### src/rtl/iob_nco_period_meter_pkg.sv
// Shared definitions for the NCO period meter: FSM state encoding and its width.
package iob_nco_period_meter_pkg;

    localparam int STATE_W = 2;

    typedef enum logic [STATE_W-1:0] {
        ST_IDLE = 2'd0,
        ST_ARM  = 2'd1,
        ST_MEAS = 2'd2,
        ST_DONE = 2'd3
    } meter_state_t;

endpackage

### src/rtl/iob_nco_period_meter_sync.sv
// SYNC_N-stage synchronizer that brings the asynchronous measured signal into the clk_i domain.
module iob_nco_period_meter_sync #(
    parameter int SYNC_N = 2
) (
    input  logic clk_i,
    input  logic cke_i,
    input  logic rst_i,
    input  logic sig_i,
    output logic sync_o
);

    logic [SYNC_N-1:0] r_stages;

    always_ff @(posedge clk_i) begin
        if (rst_i) begin
            r_stages <= '0;
        end else if (cke_i) begin
            r_stages <= {r_stages[SYNC_N-2:0], sig_i};
        end
    end

    assign sync_o = r_stages[SYNC_N-1];

endmodule

### src/rtl/iob_nco_period_meter.sv
// Measures a slow clock-like signal in clk_i cycles: counts whole periods inside a gate window
// and reports total cycles and edge count so the host can compute the mean period.
module iob_nco_period_meter
    import iob_nco_period_meter_pkg::*;
#(
    parameter int DATA_W = 32,
    parameter int SYNC_N = 2
) (
    input  logic              clk_i,
    input  logic              cke_i,
    input  logic              rst_i,
    input  logic              sig_i,
    input  logic              start_i,
    input  logic [DATA_W-1:0] gate_i,
    output logic              busy_o,
    output logic              done_o,
    output logic              valid_o,
    output logic              timeout_o,
    output logic              ovf_o,
    output logic [DATA_W-1:0] cycles_o,
    output logic [DATA_W-1:0] edges_o
);

    meter_state_t r_state;
    meter_state_t w_stateNext;

    logic              w_sync;
    logic              r_syncD;
    logic              w_rise;
    logic [DATA_W-1:0] r_gate;
    logic [DATA_W-1:0] r_tmoCnt;
    logic [DATA_W-1:0] r_gCnt;
    logic [DATA_W-1:0] r_cyc;
    logic [DATA_W-1:0] r_edg;
    logic [DATA_W-1:0] r_last;
    logic              r_busy;
    logic              r_done;
    logic              r_valid;
    logic              r_timeout;
    logic              r_ovf;
    logic [DATA_W-1:0] r_cyclesOut;
    logic [DATA_W-1:0] r_edgesOut;

    logic              w_accept;
    logic              w_armRise;
    logic              w_armTmo;
    logic              w_measEnd;
    logic [DATA_W-1:0] w_gateEff;
    logic [DATA_W-1:0] w_tmoInc;
    logic [DATA_W-1:0] w_gCntInc;
    logic              w_cycSat;
    logic [DATA_W-1:0] w_cycInc;
    logic [DATA_W-1:0] w_edgNext;
    logic [DATA_W-1:0] w_lastNext;

    iob_nco_period_meter_sync #(
        .SYNC_N (SYNC_N)
    ) u_sync (
        .clk_i  (clk_i),
        .cke_i  (cke_i),
        .rst_i  (rst_i),
        .sig_i  (sig_i),
        .sync_o (w_sync)
    );

    assign w_rise    = w_sync & ~r_syncD;
    assign w_gateEff = (gate_i == '0) ? DATA_W'(1) : gate_i;
    assign w_tmoInc  = r_tmoCnt + DATA_W'(1);
    assign w_gCntInc = r_gCnt + DATA_W'(1);
    assign w_cycSat  = (r_cyc == '1);
    assign w_cycInc  = w_cycSat ? r_cyc : r_cyc + DATA_W'(1);
    // The last snapshot is the post-increment cycle count, so it equals the gate index of that rise.
    assign w_edgNext  = !w_rise ? r_edg : ((r_edg == '1) ? r_edg : r_edg + DATA_W'(1));
    assign w_lastNext = w_rise ? w_cycInc : r_last;

    always_ff @(posedge clk_i) begin
        if (rst_i) begin
            r_state <= ST_IDLE;
        end else if (cke_i) begin
            r_state <= w_stateNext;
        end
    end

    always_comb begin
        w_stateNext = r_state;
        w_accept    = 1'b0;
        w_armRise   = 1'b0;
        w_armTmo    = 1'b0;
        w_measEnd   = 1'b0;
        unique case (r_state)
            ST_IDLE: begin
                if (start_i) begin
                    w_accept    = 1'b1;
                    w_stateNext = ST_ARM;
                end
            end
            ST_ARM: begin
                // A rise wins over an arm timeout landing on the same cycle.
                if (w_rise) begin
                    w_armRise   = 1'b1;
                    w_stateNext = ST_MEAS;
                end else if (w_tmoInc == r_gate) begin
                    w_armTmo    = 1'b1;
                    w_stateNext = ST_DONE;
                end
            end
            ST_MEAS: begin
                if (w_gCntInc == r_gate) begin
                    w_measEnd   = 1'b1;
                    w_stateNext = ST_DONE;
                end
            end
            ST_DONE: begin
                w_stateNext = ST_IDLE;
            end
            default: begin
                w_stateNext = ST_IDLE;
            end
        endcase
    end

    always_ff @(posedge clk_i) begin
        if (rst_i) begin
            r_syncD     <= 1'b0;
            r_gate      <= '0;
            r_tmoCnt    <= '0;
            r_gCnt      <= '0;
            r_cyc       <= '0;
            r_edg       <= '0;
            r_last      <= '0;
            r_busy      <= 1'b0;
            r_done      <= 1'b0;
            r_valid     <= 1'b0;
            r_timeout   <= 1'b0;
            r_ovf       <= 1'b0;
            r_cyclesOut <= '0;
            r_edgesOut  <= '0;
        end else if (cke_i) begin
            r_syncD <= w_sync;
            r_busy  <= (w_stateNext == ST_ARM) || (w_stateNext == ST_MEAS);
            r_done  <= 1'b0;
            if (w_accept) begin
                r_gate    <= w_gateEff;
                r_tmoCnt  <= '0;
                r_valid   <= 1'b0;
                r_timeout <= 1'b0;
                r_ovf     <= 1'b0;
            end
            if (r_state == ST_ARM) begin
                r_tmoCnt <= w_tmoInc;
            end
            if (w_armRise) begin
                r_cyc  <= '0;
                r_edg  <= '0;
                r_gCnt <= '0;
                r_last <= '0;
            end
            if (r_state == ST_MEAS) begin
                r_gCnt <= w_gCntInc;
                r_cyc  <= w_cycInc;
                r_edg  <= w_edgNext;
                r_last <= w_lastNext;
                if (w_cycSat) begin
                    r_ovf <= 1'b1;
                end
            end
            // No period completed inside the window reports as a timeout with zeroed results.
            if (w_armTmo || w_measEnd) begin
                r_done  <= 1'b1;
                r_valid <= 1'b1;
                if (w_armTmo || (w_edgNext == '0)) begin
                    r_timeout   <= 1'b1;
                    r_cyclesOut <= '0;
                    r_edgesOut  <= '0;
                end else begin
                    r_cyclesOut <= w_lastNext;
                    r_edgesOut  <= w_edgNext;
                end
            end
        end
    end

    assign busy_o    = r_busy;
    assign done_o    = r_done;
    assign valid_o   = r_valid;
    assign timeout_o = r_timeout;
    assign ovf_o     = r_ovf;
    assign cycles_o  = r_cyclesOut;
    assign edges_o   = r_edgesOut;

endmodule

### config.mk
export PLATFORM = sky130hd
export DESIGN_NAME = iob_nco_period_meter
export DESIGN_NICKNAME = d
export VERILOG_FILES = /design/src/rtl/iob_nco_period_meter_pkg.sv /design/src/rtl/iob_nco_period_meter_sync.sv /design/src/rtl/iob_nco_period_meter.sv
export SDC_FILE = /design/constraint.sdc
export NUM_CORES = 1
export LEC_CHECK = 0
export BUFFER_PORTS_ARGS = -buffer_cell sky130_fd_sc_hd__clkbuf_2
export CAP_MARGIN = 20
export CORE_MARGIN = 1
export CORE_UTILIZATION = 55
export DETAILED_ROUTE_END_ITERATION = 16
export PLACE_DENSITY = 0.76
export SYNTH_ARGS = -nofsm -noshare
export SYNTH_HDL_FRONTEND = slang
export SYNTH_SLANG_ARGS = --single-unit
### constraint.sdc
create_clock -name clk_i -period 3.4 [get_ports clk_i]
set_input_delay 0.68 -clock clk_i [delete_from_list [all_inputs] [get_ports clk_i]]
set_output_delay 0.68 -clock clk_i [all_outputs]
set_load 0.02 [all_outputs]
# Word-level counts from Yosys, hierarchy flattened
# Index checks and enable logic that the tools add are counted.
# word_totals
reg_bits	266
latchBits	0
ramBits	0
mem_bits_ro	0
in_bits	37
output_inout_bits	69
elab_cells	82
mem_count	0
# classes
addsub	4
n_mul	0
div	0
magnitude_cmp	0
n_eq_ne	9
n_shift	0
muxes	37
bitwise	2
reduce_logical	14
# op_table
cell	n
2-to-1 mux 32 bit	14
adder 32 x 1 -> 32 bit, second input constant	4
== test 32 bit	2
== test 32 bit, second input constant	2
zero test 32 bit	2
2-to-1 mux 1 bit	18
AND reduction 2 bit	5
2-to-1 mux 2 bit	4
case mux 2 bit (4 select lines)	1
== test 2 bit, second input constant	3
nonzero test 2 bit	3
== test 2 x 1 -> 1 bit, second input constant	2
logical OR 1 bit	3
zero test 2 bit	1
AND 1 bit	1
NOT 1 bit	1

# Depth between registers and ports, before layout
# logic_depth
ltp_word	8
ltp_mapped	14

# Cells and area by module
# A second synthesis with hierarchy kept.
# hier_totals
cells_unflattened	1977
area_unflattened_um2	15165.8
# by_module_without_submodules
mod	n_inst	cells_per_inst	area_each_um2
iob_nco_period_meter	1	1971	15098.2
iob_nco_period_meter_sync	1	6	67.6

# Worst setup path after synthesis
# OpenSTA, ideal clock, no wires.
# synth_path
path_type	register to register
startpoint	register r_tmoCnt[0]
endpoint	register r_cyclesOut[23] (netlist: cycles_o[23])
t_arrival_ps	3640
required_time_ps	3283
setup_slack_ps	-357
path_stages_with_launch	13
synth_period_minus_slack_ps	3757
path_cell_list	dfxtp_1 > ha_1 > nand3_1 > or4_1 > buf_2 > o211ai_1 > o2111ai_1 > or4_1 > or4_4 > o32ai_4 > nor2_1 > buf_2 > a22o_1
# synth_between
elab_chain_len	7
elab_cells_between_ends	9
# synth_rtl
element	line	rtl
start, declared	iob_nco_period_meter.sv:31	logic [DATA_W-1:0] r_tmoCnt;
start signal, assigned	iob_nco_period_meter.sv:150	r_tmoCnt <= w_tmoInc;
adder 32 x 1 -> 32 bit (*)	iob_nco_period_meter.sv:68	assign w_tmoInc = r_tmoCnt + DATA_W'(1);
== test 32 bit (*)	iob_nco_period_meter.sv:102	end else if (w_tmoInc == r_gate) begin
2-to-1 mux 1 bit (*)	iob_nco_period_meter.sv:102	
2-to-1 mux 1 bit (*)	iob_nco_period_meter.sv:99	if (w_rise) begin
2-to-1 mux 1 bit (*)	iob_nco_period_meter.sv:90	unique case (r_state)
logical OR 1 bit (on tied branches)	iob_nco_period_meter.sv:171, iob_nco_period_meter.sv:168	
2-to-1 mux 32 bit / AND reduction 2 bit (equally long branches)	-	
end signal, assigned	iob_nco_period_meter.sv:176	r_cyclesOut <= w_lastNext;
end, declared	iob_nco_period_meter.sv:41	logic [DATA_W-1:0] r_cyclesOut;
# Every way passes the cells marked *; elsewhere a longest branch is shown, timed or not.
# A chain may end at the register's enable or synchronous reset.

# Final worst setup path
# layout_path
startpoint	register r_tmoCnt[0]
endpoint	register r_cyclesOut[17] (netlist: cycles_o[17])
# The elaborated chain is that of the path after synthesis.

==> metrics.txt <==
critical path required time 3.93 ns; crit path max fanout 11; Arr. time, crit path 4.01 ns; Reg power frac 0.454; Die X 167.1 microns; share of cells above drive strength 1 0.2085; hold path cells 3; Slew Limit Fails 0; failing checks negative setup slack; WHS 0.3384 ns; Synth Cell Area 0.01499 sq mm; fmax roughly 290 MHz; DIE HEIGHT 167.1 microns; Synth cell types 68; placer's final routability congestion estimate 0.9594; Syn Area/Cell between 7 and 8 sq um; asr flop ratio synth 0; leakage 6.858 nW; Worst-Margin Slew 0.7770 ns; area grow syn2layout 23.15%; Fin. Hold Viols 0; cell area after layout 0.01846 sq mm; Final min period 3.485 ns; largest net degree at the start of global routing 166; Hold Path Class in -> reg; Int Power 5.283 mW; PD cells around 380 mW/mm^2; final core occ 0.6870; first-pass GRT wire length 76.55 mm; CTS Buf Count 30; DR WL/cell slightly below 20 microns; Synth top area share 0.3552; WS Path Type reg -> reg; Slew HR 0.4820; area leader, netlist dfxtp_1; worst r2r path cells 13; CP Depth 13; Synth area leaders dfxtp_1 36%, a21oi_1 6.0%, nor2_1 5.6%; DRT iter0 DRCs 1592; H-tree Lvls 1; status complete, but fails checks; diode count 0; Ys Warns 0; sequential-to-total area share from yosys stat 0.3552; pre-CTS WS -0.3331 ns; CP Cell Sequence ha_4, nand3_4, or4_4, o211ai_1, o2111ai_1, or4_4, or4_4, o32ai_4, buf_12, buf_6, and3_4, buf_12, a22o_1; drt first pass iters 8; Via Count between 15000 and 20000; Post-Route WL 48.85 mm; Seq cells post-synth 266; Mapped Cells 1979; I/O pin count roughly 110; vias in the first global route 14760; Root Driver clkbuf_16; Final #Nets 2217; CTS tree done; Die ar. 0.02792 sq mm; startpoint types register; latest clock arrival within the worst-skew pair between 0.5 and 0.6 ns; Comb pwr share 0.074; DR DRC count 0; grt total ovfl 0; Final period util 1.025; Max Cap Viol 0; Core Rows 60; input/output buffers 105; clock buffer depth 3; EDFF count, synth 0; placed instance area 0.01701 sq mm; clock-pin slew on the worst setup and hold paths 0.06 ns; Final HPWL DP roughly 33 mm; Final Skew 0.03150 ns; vias per cell 6.320; switching power total around 1.7 mW; CP endpoint kind register; Final WS setup -0.08541 ns; critical path's slowest cell or4_4; switching share of power 0.2454; # setup viols final 56; post-route ant nets 0; WP buf/inv 3; Power Total 7.001 mW; initial antenna violation count 0; most numerous cell on the critical path or4_4; RSZ-0062 raised after global routing yes; Synth Net Count around 2000; slowest cell delay on critical path 0.58 ns; Initial Utilization 0.5578; GRT Overall Usage 0.3355; Clk pwr share 0.472; CP top delay family simple AND/OR/NAND/NOR gates; Primary FF master, synth dfxtp_1; core area 0.02688 sq mm; clk sink count 266; Max VDD drop 0.3154 mV
==> flip-flops by register name, summed over array words and instances, names as in the netlist, 2 cells and up <==
register and cells:
r_edg 32, u_sync.r_stages 2, cycles_o 32, r_gCnt 32, edges_o 32, r_cyc 32, r_last 32, r_tmoCnt 32
r_state 2, r_gate 32
==> power by group through the flow <==
stage	combinational (mW)	sequential [mW]	clock, mW
2_1_floorplan	0.295	3.23	0
3_3_place_gp	0.457	3.25	0
3_5_place_dp	0.470	3.25	0
4_1_cts	0.481	3.18	3.33
5_1_grt	0.559	3.18	3.45
6_report	0.517	3.18	3.30
==> layout make-up <==
type / instances / area (sq um)
clock buffer: 43 / 889.6
clock inverter: 10 / 123.9
fill: 2250 / 8413
inverter: 15 / 56.30
multi-input combinational: 1529 / 9194
sequential: 266 / 5350
tap: 341 / 426.7
timing repair buffer: 334 / 2422
==> per-layer routing <==
layer | wire [microns] | GRT usage
met5 | 0 | 0
met4 | 1954 | 0.1337
met3 | 2720 | 0.03167
met2 | 23300 | 0.5730
met1 | 20870 | 0.4357
==> stage by stage <==
stage | TNS [ns] | cells
after floorplan | 0 | 1979
after global placement | -8.912 | 2462
after detailed placement | -14.72 | 2463
after CTS | -6.782 | 2530
after global routing | -11.93 | 2538
final | -3.189 | 2538
==> cells by family (layout without fill, tap and decap cells) <==
logic type / Yosys count / after routing / synth area share
flip-flops: 266 / 266 / 0.3552
AND/OR/NAND/NOR: 847 / 850 / 0.2819
adder cells (fa/ha/maj): 4 / 4 / 0.003338
AO/OA/AOI/OAI: 519 / 519 / 0.2170
multiplexers: 23 / 23 / 0.01561
XOR/XNOR: 133 / 133 / 0.07770
buffers and inverters: 187 / 402 / 0.04924
==> path summary, 6_finish.rpt <==
path,from,end,slack (ns)
worst max-delay path,r_tmoCnt[0],cycles_o[17],-0.09
worst min-delay path,gate_i[27],r_gate[27],0.34
worst max register to register,r_tmoCnt[0],cycles_o[17],-0.09
worst min register to register,r_last[30],r_last[30],0.46
==> worst min-delay path: cells and delay by family <==
family / cells / cell delay [ns]
compound gates: 1 / 0.05
buf+inv: 1 / 0.09
simple gates: 1 / 0.05
==> cell usage after synthesis, drive strengths merged, types with 16 or more instances <==
| cell | number |
|---|---|
| a31oi | 23 |
| nor3 | 63 |
| nand3 | 70 |
| clkbuf | 141 |
| or3 | 30 |
| nand4 | 52 |
| a21oi | 181 |
| o2bb2ai | 16 |
| and2 | 17 |
| mux2i | 20 |
| xnor2 | 86 |
| nor2 | 225 |
| buf | 31 |
| o21ai | 127 |
| and4 | 18 |
| and3 | 32 |
| a311oi | 18 |
| or4 | 18 |
| nand2 | 202 |
| dfxtp | 266 |
| xor2 | 47 |
| a22o | 40 |
| nor4 | 58 |
| a22oi | 45 |
==> layout by cell type (no fill, tap or decap), types with 16 or more instances in the layout <==
master | synthesis | final
a311oi_1 | 18 | 18
clkbuf_16 | 0 | 32
nor4_1 | 57 | 49
dfxtp_1 | 266 | 250
nand4_1 | 51 | 51
nor2_1 | 225 | 221
and3_1 | 32 | 31
a22oi_1 | 45 | 45
and4_1 | 18 | 17
o21ai_0 | 126 | 125
mux2i_1 | 20 | 19
clkbuf_2 | 0 | 104
a22o_1 | 40 | 40
a31oi_1 | 23 | 22
xor2_1 | 47 | 47
buf_4 | 0 | 209
o2bb2ai_1 | 16 | 16
nand3_1 | 70 | 69
nor3_1 | 63 | 63
a21oi_1 | 181 | 179
or3_1 | 30 | 28
nand2_1 | 202 | 200
xnor2_1 | 86 | 86
==> timing repair <==
| item | 4_1_cts | 5_1_grt |
|---|---|---|
| endpoints found under the hold margin | 0 | 0 |
| hold buffers | 0 | 0 |
| cloned | 3 | 4 |
| gates resized for setup | 12 | 43 |
| setup buffers | 11 | 4 |
| setup endpoints to repair | 64 | 68 |
| pin swaps | 9 | 18 |
No activity file was read; power rests on OpenSTA's default activity.
